`config.mk`:
```
export PLATFORM = sky130hd
export DESIGN_NAME = inst_fetch_cond
export DESIGN_NICKNAME = d
export VERILOG_FILES = /design/src/rtl/inst_fetch_cond.sv
export SDC_FILE = /design/constraint.sdc
export NUM_CORES = 1
export LEC_CHECK = 0
export BUFFER_PORTS_ARGS = -buffer_cell sky130_fd_sc_hd__buf_4
export CAP_MARGIN = 25
export CORE_ASPECT_RATIO = 1.2
export CORE_MARGIN = 10
export CORE_UTILIZATION = 43
export DETAILED_ROUTE_END_ITERATION = 12
export PLACE_DENSITY = 0.88
export SYNTH_ARGS = -nofsm -noshare
export SYNTH_HDL_FRONTEND = slang
export SYNTH_SLANG_ARGS = --single-unit
export TNS_END_PERCENT = 30
```
`constraint.sdc`:
```
create_clock -name clk -period 1.8 [get_ports clk]
set_clock_uncertainty 0.1 [all_clocks]
set_input_delay 0.36 -clock clk [delete_from_list [all_inputs] [get_ports clk]]
set_output_delay 0.36 -clock clk [all_outputs]
set_load 0.05 [all_outputs]
```
`src/rtl/inst_fetch_cond.sv`:
```
`default_nettype none
// ============================================================================
// Module      : inst_fetch_cond
// Description : Instruction fetch (PC/IR, req/ready memory handshake with
//               timeout) and ARM-style condition evaluation against NZCV.
// Revision    : 1.0 - initial release
// ============================================================================
module inst_fetch_cond #(
    parameter int          AW       = 6,
    parameter int          MAX_WAIT = 15,
    parameter logic [31:0] NOP_WORD = 32'hE1A00000
) (
    input  logic          clk,
    input  logic          Rst,
    input  logic          Write_IR,
    input  logic          Write_PC,
    input  logic          PC_load,
    input  logic [AW-1:0] PC_new,
    input  logic [3:0]    NZCV,
    output logic          mem_req,
    output logic [AW-1:0] mem_addr,
    input  logic          mem_ready,
    input  logic [31:0]   mem_rdata,
    output logic [AW-1:0] Inst_addr,
    output logic [3:0]    condition_code,
    output logic [27:0]   IR,
    output logic          IR_valid,
    output logic          flag,
    output logic          fetch_err
);

    localparam int c_CNT_W = $clog2(MAX_WAIT + 1);
    localparam logic [c_CNT_W-1:0] c_LAST_WAIT = c_CNT_W'(MAX_WAIT - 1);

    typedef enum logic [0:0] {
        S_IDLE = 1'b0,
        S_WAIT = 1'b1
    } state_t;

    state_t               r_state;
    logic [AW-1:0]        r_pc;
    logic [31:0]          r_ir_full;
    logic                 r_ir_valid;
    logic                 r_mem_req;
    logic [AW-1:0]        r_mem_addr;
    logic                 r_fetch_err;
    logic [c_CNT_W-1:0]   r_wait_cnt;

    // PC update runs independently of the fetch FSM; a redirect wins over increment.
    always_ff @(posedge clk or posedge Rst) begin
        if (Rst) begin
            r_pc <= '0;
        end else if (PC_load) begin
            r_pc <= PC_new;
        end else if (Write_PC) begin
            r_pc <= r_pc + AW'(1);
        end
    end

    always_ff @(posedge clk or posedge Rst) begin
        if (Rst) begin
            r_state     <= S_IDLE;
            r_ir_full   <= '0;
            r_ir_valid  <= 1'b0;
            r_mem_req   <= 1'b0;
            r_mem_addr  <= '0;
            r_fetch_err <= 1'b0;
            r_wait_cnt  <= '0;
        end else begin
            case (r_state)
                S_IDLE: begin
                    if (Write_IR) begin
                        r_mem_addr <= r_pc;
                        r_mem_req  <= 1'b1;
                        r_ir_valid <= 1'b0;
                        r_wait_cnt <= '0;
                        r_state    <= S_WAIT;
                    end
                end
                S_WAIT: begin
                    if (mem_ready) begin
                        r_ir_full  <= mem_rdata;
                        r_ir_valid <= 1'b1;
                        r_mem_req  <= 1'b0;
                        r_state    <= S_IDLE;
                    end else if (r_wait_cnt == c_LAST_WAIT) begin
                        // Timed out: substitute a harmless NOP so the control FSM can proceed.
                        r_ir_full   <= NOP_WORD;
                        r_ir_valid  <= 1'b1;
                        r_fetch_err <= 1'b1;
                        r_mem_req   <= 1'b0;
                        r_state     <= S_IDLE;
                    end else begin
                        r_wait_cnt <= r_wait_cnt + c_CNT_W'(1);
                    end
                end
                default: r_state <= S_IDLE;
            endcase
        end
    end

    logic w_n, w_z, w_c, w_v;
    assign {w_n, w_z, w_c, w_v} = NZCV;

    always_comb begin
        flag = 1'b0;
        case (r_ir_full[31:28])
            4'b0000: flag = w_z;
            4'b0001: flag = ~w_z;
            4'b0010: flag = w_c;
            4'b0011: flag = ~w_c;
            4'b0100: flag = w_n;
            4'b0101: flag = ~w_n;
            4'b0110: flag = w_v;
            4'b0111: flag = ~w_v;
            4'b1000: flag = w_c & ~w_z;
            4'b1001: flag = ~w_c | w_z;
            4'b1010: flag = (w_n == w_v);
            4'b1011: flag = (w_n != w_v);
            4'b1100: flag = ~w_z & (w_n == w_v);
            4'b1101: flag = w_z | (w_n != w_v);
            4'b1110: flag = 1'b1;
            default: flag = 1'b0;
        endcase
    end

    assign mem_req        = r_mem_req;
    assign mem_addr       = r_mem_addr;
    assign Inst_addr      = r_pc;
    assign condition_code = r_ir_full[31:28];
    assign IR             = r_ir_full[27:0];
    assign IR_valid       = r_ir_valid;
    assign fetch_err      = r_fetch_err;

endmodule
`default_nettype wire

```
==> impl.org, run 1 <==
** Outcome
- Status :: finished with violations
- The final reports fail on setup timing.

** Die
- The die is 99.5 µm tall.
- The floorplan step defined a die boundary enclosing 0.00858 mm².
- Starting utilization of the core area :: 0.452
- From left edge to right edge, the die measures 86.3 µm.
- For this design the top-level I/O count stands at 96.
- The initialized floorplan defines 28 standard-cell rows.
- The core region is between 0.005 and 0.006 mm².

** GRT
- Entering global routing, the biggest net connects 33 pins.
- Global-route total usage across every layer :: 0.146
- Gr ovfl total :: 0
- Vias in the first global route :: slightly above 2000
- The initial antenna violation count was 0.
- The first global-routing pass estimated ~10 mm of wire.

** Final layout
- Final net count :: 351
- Antenna diode instance count :: 0
- Share of the core filled with cells in the final layout :: 0.643
- Compared with the post-synthesis result, the final layout area differs by 42.3%.
- In the final layout, the share of cells above drive strength 1 is 0.440.

** STA
- Setup violations remaining at the end of the flow were counted as 1.
- Dividing the final minimum period by the clock period gives 1.13.
- Max Freq :: between 0.4 and 0.5 GHz
- The worst pin sits at a relative slew slack of 0.638.
- The final max-slew violation count is 0.
- Across all hold checks on the routed design, the worst slack comes to 0.165 ns.
- Setup ws final :: -0.238 ns
- Final Hold Viols :: 0
- Transition at the pin with the smallest max-transition slack :: 0.542 ns
- Setup repair after global routing could not meet its margin everywhere.
- Fin crit period :: 2.04 ns

** Min path
- Hold Path Stages :: 2
- In this run the most critical hold path is launched from mem_rdata[31].
- Min-Delay Path Class :: input pin to flop
- The worst hold path terminates at r_ir_full[31].

** Placement
- Once detailed placement completed, the half-perimeter wirelength came to 4.61 mm.
- The congestion estimate from routability-driven global placement came to approximately 0.85.
- The count of buffers added on input and output ports is 95.

** Critical path
- STA classifies the critical path startpoint as a flop.
- R2r endpoint :: r_ir_full[24]
- At the worst endpoint, the arrival time is 1.58 ns.
- Worst flop-to-flop path startpoint :: r_wait_cnt[0]
- STA classifies the critical path endpoint as an output port.
- Data required time at the worst endpoint :: ~1.3 ns
- Worst Reg-to-Reg Cells :: 5
- By startpoint and endpoint, the worst setup path is classified as flop to output port.
- The setup check on the worst reg-to-reg path leaves a slack of 0.22 ns.
- Critical-path maximum fanout :: 5

** Synthesis
- Dividing the synthesized area by the synthesized cell count gives 11.6 µm².
- For this run, the leading register cell type out of synthesis is sky130_fd_sc_hd__dfrtp_1.
- Flip-flop and latch count after synthesis :: 52
- Biggest area contributors in the synthesized netlist :: sky130_fd_sc_hd__dfrtp_1, sky130_fd_sc_hd__a22o_1, sky130_fd_sc_hd__nand2_1
- After synthesis, the netlist uses 41 different library cells.
- For this run, the register share of the synthesized area comes to 0.575.
- Post-synth EDFFs :: 0
- The synthesized design spends more area on one cell type than any other, namely sky130_fd_sc_hd__dfrtp_1.
- sky130_fd_sc_hd__dfrtp_1 is the most common cell in the netlist.
- Of the post-synthesis cell area, the dominant cell type holds 0.575.
- Number of synthesis warnings :: 0
- Synthesis produced 196 cells.
- Of all flip-flops after synthesis, the portion carrying an async set or reset was 1.00.
- Synthesized netlist net count :: around 250
- Cell area after synthesis :: 0.00226 mm²
- Top cells by count, synth :: sky130_fd_sc_hd__dfrtp_1, sky130_fd_sc_hd__nand2_1, sky130_fd_sc_hd__a22o_1

** Clock network
- The H-tree was split into 2 levels.
- After clock tree synthesis, the clock-pin slew on the worst setup and hold paths is 0.09 ns.
- Number of buffers added by the clock tree synthesis step :: 5
- Clock tree from TritonCTS :: built
- Counting every sink on the clock net gives 52.
- In this run the deepest clock path goes through 2 buffers.
- Skew-Pair Late Insertion Delay :: between 0.2 and 0.3 ns
- CTS root buf :: sky130_fd_sc_hd__clkbuf_8

** Detailed routing
- The first detailed-routing pass ran for 4 iterations.
- The routed layout has 1858 vias.
- The routed design has 6.34 mm of wire.
- Number of DRC markers after the initial detailed-route iteration :: between 80 and 90
- Final antenna-violating net count :: 0
- After detailed routing, the number of vias per cell comes to 5.16.
- In the final routed layout, each cell accounts on average for ~18 µm.
- After detailed routing, the number of remaining DRC violations is 0.

** Power
- Dividing total power by cell area gives a power density of 1320 mW/mm².
- Leakage power summed over all cells :: 0.00160 µW
- Across the VDD grid, the largest voltage drop is roughly 0.00074 V.

** Job
- Max-cap violations :: 0
[worst max-delay path: stages (launching register included)]
cell,delay [ns]
sky130_fd_sc_hd__dfrtp_2,0.44
sky130_fd_sc_hd__buf_4,0.17
sky130_fd_sc_hd__a2111oi_4,0.30
sky130_fd_sc_hd__o21ai_1,0.11
sky130_fd_sc_hd__nand4_1,0.11
sky130_fd_sc_hd__buf_6,0.17
[cell usage in the layout, fill, tap and decap left out, types with 2 or more instances in the layout]
cell / count
sky130_fd_sc_hd__buf_6: 2
sky130_fd_sc_hd__o22a_1: 6
sky130_fd_sc_hd__ha_1: 3
sky130_fd_sc_hd__o21ai_0: 7
sky130_fd_sc_hd__dfrtp_1: 48
sky130_fd_sc_hd__xnor2_1: 5
sky130_fd_sc_hd__clkbuf_8: 5
sky130_fd_sc_hd__dfrtp_2: 4
sky130_fd_sc_hd__a22o_2: 6
sky130_fd_sc_hd__buf_12: 2
sky130_fd_sc_hd__nand2_1: 35
sky130_fd_sc_hd__inv_1: 2
sky130_fd_sc_hd__inv_2: 2
sky130_fd_sc_hd__nor2_1: 5
sky130_fd_sc_hd__xor2_1: 5
sky130_fd_sc_hd__a22o_1: 19
sky130_fd_sc_hd__buf_4: 103
sky130_fd_sc_hd__nand4_1: 3
sky130_fd_sc_hd__mux2i_1: 2
sky130_fd_sc_hd__nand2b_1: 2
sky130_fd_sc_hd__nor2b_1: 2
sky130_fd_sc_hd__o21ai_1: 5
sky130_fd_sc_hd__nand3_1: 5
[where the power goes]
| part | switching, µW | internal (µW) |
|---|---|---|
| sequential | 205 | 1420 |
| clock | 361 | 265 |
| combinational | 1290 | 714 |
| total | 1860 | 2400 |
[per-layer routing]
metal	wire length, µm	GRT usage	share of wire	up-vias
met5	0	0	0	-
met4	65	0.0400	0.010	0
met3	462	0.0490	0.073	8
met2	3120	0.242	0.49	73
met1	2690	0.175	0.42	877
li1	-	-	-	900
[registers in the layout (all words and copies together) (netlist names)]
signal,cells
r_ir_full,32
Inst_addr,6
mem_addr,6
r_wait_cnt,4
IR_valid,1
fetch_err,1
mem_req,1
r_state,1
[logic make-up after synthesis]
| kind of cell | share of synthesized area |
|---|---|
| xor gates and xnor gates | 0.0387 |
| buffers and inverters | 0.0409 |
| and+or+nand+nor | 0.129 |
| muxes | 0.00884 |
| AOI/OAI and AO/OA | 0.191 |
| adders and majority gates | 0.0166 |
| DFF | 0.575 |
[how the worst max path moves through the flow]
stage | startpoint | to | slack [ns] | cells past startpoint
after floorplan | r_ir_full[30] | flag | -0.26 | 5
after global placement | NZCV[3] | flag | -0.005 | 6
after detailed placement | NZCV[3] | flag | -0.05 | 6
after CTS | r_ir_full[30] | flag | -0.20 | 5
after global routing | r_ir_full[30] | flag | -0.35 | 6
final | r_ir_full[29] | flag | -0.24 | 5
[metrics by stage]
| step | worst slack [ns] | TNS, ns | power (µW) | cell area [µm²] | std cells |
|---|---|---|---|---|---|
| floorplan | -0.255 | -0.378 | 2930 | 2290 | 196 |
| global placement | -0.00501 | -0.00501 | 3500 | 3030 | 343 |
| detailed placement | -0.0513 | -0.0513 | 3540 | 3030 | 343 |
| CTS | -0.199 | -0.199 | 4280 | 3220 | 360 |
| global route | -0.350 | -0.350 | 4470 | 3220 | 360 |
| finish | -0.238 | -0.238 | 4250 | 3220 | 360 |
[what timing repair did]
item,4_1_cts,5_1_grt
cloned,0,0
buffers inserted,9,0
hold endpoints to repair,20,0
endpoints found under the setup margin,1,1
hold buffers,1,0
pin swaps,1,0
gates resized for setup,10,0
[area by class of cell]
type	count	area (µm²)
inverter	4	15.0
multi-input combinational	129	903
timing repair buffer	108	846
fill	424	1790
tap	60	75.1
clock inverter	1	5.00
sequential	52	1310
clock buffer	6	72.6
No activity file was read; power rests on OpenSTA's default activity.
==> run 2, diff against run 1 <==
--- a/config.mk
+++ b/config.mk
@@ -11,7 +11,7 @@
 export CORE_MARGIN = 10
 export CORE_UTILIZATION = 43
 export DETAILED_ROUTE_END_ITERATION = 12
-export PLACE_DENSITY = 0.88
+export PLACE_DENSITY_LB_ADDON = 0.25
 export SYNTH_ARGS = -nofsm -noshare
 export SYNTH_HDL_FRONTEND = slang
 export SYNTH_SLANG_ARGS = --single-unit
==> run 2 against run 1 <==
The run still ends with setup timing left. Critical path depth unchanged. Flip-flop and latch count unchanged. Count of clock-buffer cells in the layout up 1. Utilization up 0.55 points. First-iteration DRC count down 24%. Setup slack worse by 0.019 ns. Total power up 4.3%. Die area unchanged. Clock power up 36%. Critical path type unchanged. Largest power group unchanged.
==> impl.org, run 2 (synthesis results as in run 1) <==
** Critical path
- R2r endpoint :: r_ir_full[20]
- Critical-path maximum fanout :: 8
- STA puts the critical path data arrival time at 1.60 ns.
- Startpoint of the worst setup timing path :: r_ir_full[30]
- Worst setup path end :: flag
- STA puts the critical path data required time at about 1.3 ns.
- In this run the register-to-register setup slack is 0.21 ns.
- Setup CP Type :: flop to output port
- The number of cells on the worst reg-to-reg path is 6.
- Critical Path End Type :: output port
- The worst register-to-register path begins at r_wait_cnt[0].
- Startpoint Class :: flop

** STA
- In the finished design, the share of the clock period the worst path needs comes to 1.14.
- Setup ws final :: -0.257 ns
- Setup repair after global routing could not meet its margin everywhere.
- For this run, the top clock speed supported by timing is ~0.49 GHz.
- For the pin with the worst max-slew slack, the measured transition is approximately 0.54 ns.
- Worst-case headroom to the max-slew limit :: 0.641
- The total count of hold-check failures in the final report came to 0.
- Setup-violating endpoint count in the final report :: 1
- Final Max Tran Viols :: 0
- Fin crit period :: 2.06 ns

** Final layout
- The final layout contains 350 nets.
- Largest register by flop count :: r_ir_full
- Share of final-layout standard cells stronger than drive strength 1 :: 0.443
- In the layout the commonest cells are sky130_fd_sc_hd__buf_4, sky130_fd_sc_hd__dfrtp_1, sky130_fd_sc_hd__nand2_1.
- Most frequent standard cell in the layout excluding fill and tap cells :: sky130_fd_sc_hd__buf_4
- Counting the fill cells in the layout gives ~400.
- Layout area overhead :: 43.5%
- Share of the core filled with cells in the final layout :: 0.649
- Antenna diode instance count :: 0
- The register with the most flip-flops in the layout has 32 of them.

** Clock network
- Largest buffer count on any clock path :: 2
- H-tree depth :: 2
- Total clock sinks :: 52
- TritonCTS built the clock tree.
- CTS placed an instance of sky130_fd_sc_hd__clkbuf_8 at the clock tree root.
- Number of buffers added by the clock tree synthesis step :: 5
- Clock-pin slew on the worst setup and hold paths :: about 0.090 ns
- Skew-Pair Late Insertion Delay :: a little under 0.3 ns

** Detailed routing
- DR WL/cell :: 16.4 µm
- Number of DRC markers after the initial detailed-route iteration :: 65
- Length of the first detailed-routing pass in iterations :: 4
- For this block, the routed nets add up to approximately 5.9 mm of wire.
- Using the TritonRoute via totals, the vias-per-cell ratio works out to 5.22.
- Final antenna-violating net count :: 0
- After detailed routing, the number of remaining DRC violations is 0.
- The detailed router placed approximately 1900 vias in this run.

** Die
- Die span in y :: 99.5 µm
- During I/O placement, the number of pins put on the boundary was 96.
- The initial utilization of the core area, before any placement, comes to 0.452.
- The floorplan step defined a die boundary enclosing 0.00858 mm².
- Measured along the x axis, the die boundary spans 86.3 µm.
- Floorplan row count :: 28
- After floorplanning, the core was sized to cover 0.00501 mm².

** Outcome
- Violations in the final reports :: setup timing
- Status :: finished with violations

** Min path
- The tightest min-delay check is of the input pin to flop type.

** Placement
- HPWL reported at the end of detailed placement :: 4.49 mm
- Setup WS pre-CTS :: -0.0448 ns
- Buffers placed on the I/O ports in this run total 95.
- The congestion estimate from routability-driven global placement came to between 0.8 and 0.9.

** Power
- Max rail drop VDD :: around 0.00065 V
- Summed over all cells, the static leakage comes to between 0.0015 and 0.002 µW.
- In this run the power density over the cells is 1360 mW/mm².

** GRT
- Gr ovfl total :: 0
- Vias in the first global route :: 1949
- First-pass GRT wire length :: 9.72 mm
- Largest net degree at the start of global routing :: 28
- Across every metal layer, demand over resource in global routing totals 0.136.
- The initial antenna violation count came to 0.

** Job
- Max-cap violations :: 0
run 2: cell types whose count changed in the layout (fill, tap and decap cells not counted), sizes merged:
cell / change
buf: -1
bufinv: +1
clkbuf: +1
clkinv: -1
run 2: what timing repair did:
| action | 4_1_cts | 5_1_grt |
|---|---|---|
| hold buffers | 1 | 0 |
| hold endpoints to repair | 13 | 0 |
| gates resized for setup | 2 | 3 |
| endpoints found under the setup margin | 1 | 1 |
| pin swaps | 1 | 3 |
| setup buffers | 5 | 2 |
run 2: metal layers:
layer / up-vias / track usage / routed length (µm) / share of wire
met5: - / 0 / 0 / 0
met4: 0 / 0.0412 / 81 / 0.014
li1: 899 / - / - / -
met1: 896 / 0.167 / 2490 / 0.42
met3: 9 / 0.0482 / 483 / 0.082
met2: 76 / 0.218 / 2860 / 0.48
run 2: worst max-delay path, cell delays in order (launching register included):
cell and delay [ns]:
sky130_fd_sc_hd__dfrtp_2 0.47, sky130_fd_sc_hd__mux2i_2 0.18, sky130_fd_sc_hd__o311ai_1 0.26, sky130_fd_sc_hd__o21ai_1 0.10
sky130_fd_sc_hd__nand4_1 0.12, sky130_fd_sc_hd__buf_6 0.17
run 2: stage by stage:
stage | power, µW | instance area [µm²] | std cells | hold WS (ns) | TNS [ns]
after floorplan | 2930 | 2290 | 196 | 0.351 | -0.378
after global placement | 3510 | 3040 | 344 | 0.252 | -0.0106
after detailed placement | 3540 | 3040 | 344 | 0.259 | -0.0448
after CTS | 4450 | 3210 | 358 | 0.154 | -0.214
after global routing | 4650 | 3250 | 360 | 0.168 | -0.322
final | 4440 | 3250 | 360 | 0.163 | -0.257
run 2: power breakdown:
part | total [µW] | internal (µW) | switching, µW | leakage [µW]
Sequential | 1620 | 1420 | 203 | 0.000634
Combinational | 1960 | 697 | 1270 | 0.000908
Clock | 853 | 491 | 362 | 0.0000645
run 2: worst min path at each step:
stage / from / endpoint / slack, ns / depth (start not counted)
2_1_floorplan: PC_load / Inst_addr[5] / 0.35 / 1
3_3_place_gp: Rst / r_ir_full[19] / 0.25 / 2
3_5_place_dp: Rst / r_ir_full[11] / 0.26 / 2
4_1_cts: PC_new[4] / Inst_addr[4] / 0.15 / 3
5_1_grt: mem_rdata[13] / r_ir_full[13] / 0.17 / 2
6_report: PC_new[4] / Inst_addr[4] / 0.16 / 3
run 2: cell type report:
cell class,count,area (µm²),share of cell area
clock buffers,7,96.3,0.0296
clock inverters,1,30.0,0.00924
inverters,4,15.0,0.00462
multi-input cells,129,893,0.275
flip-flops and latches,52,1310,0.402
well taps,60,75.1,0.0231
repair buffers,107,835,0.257
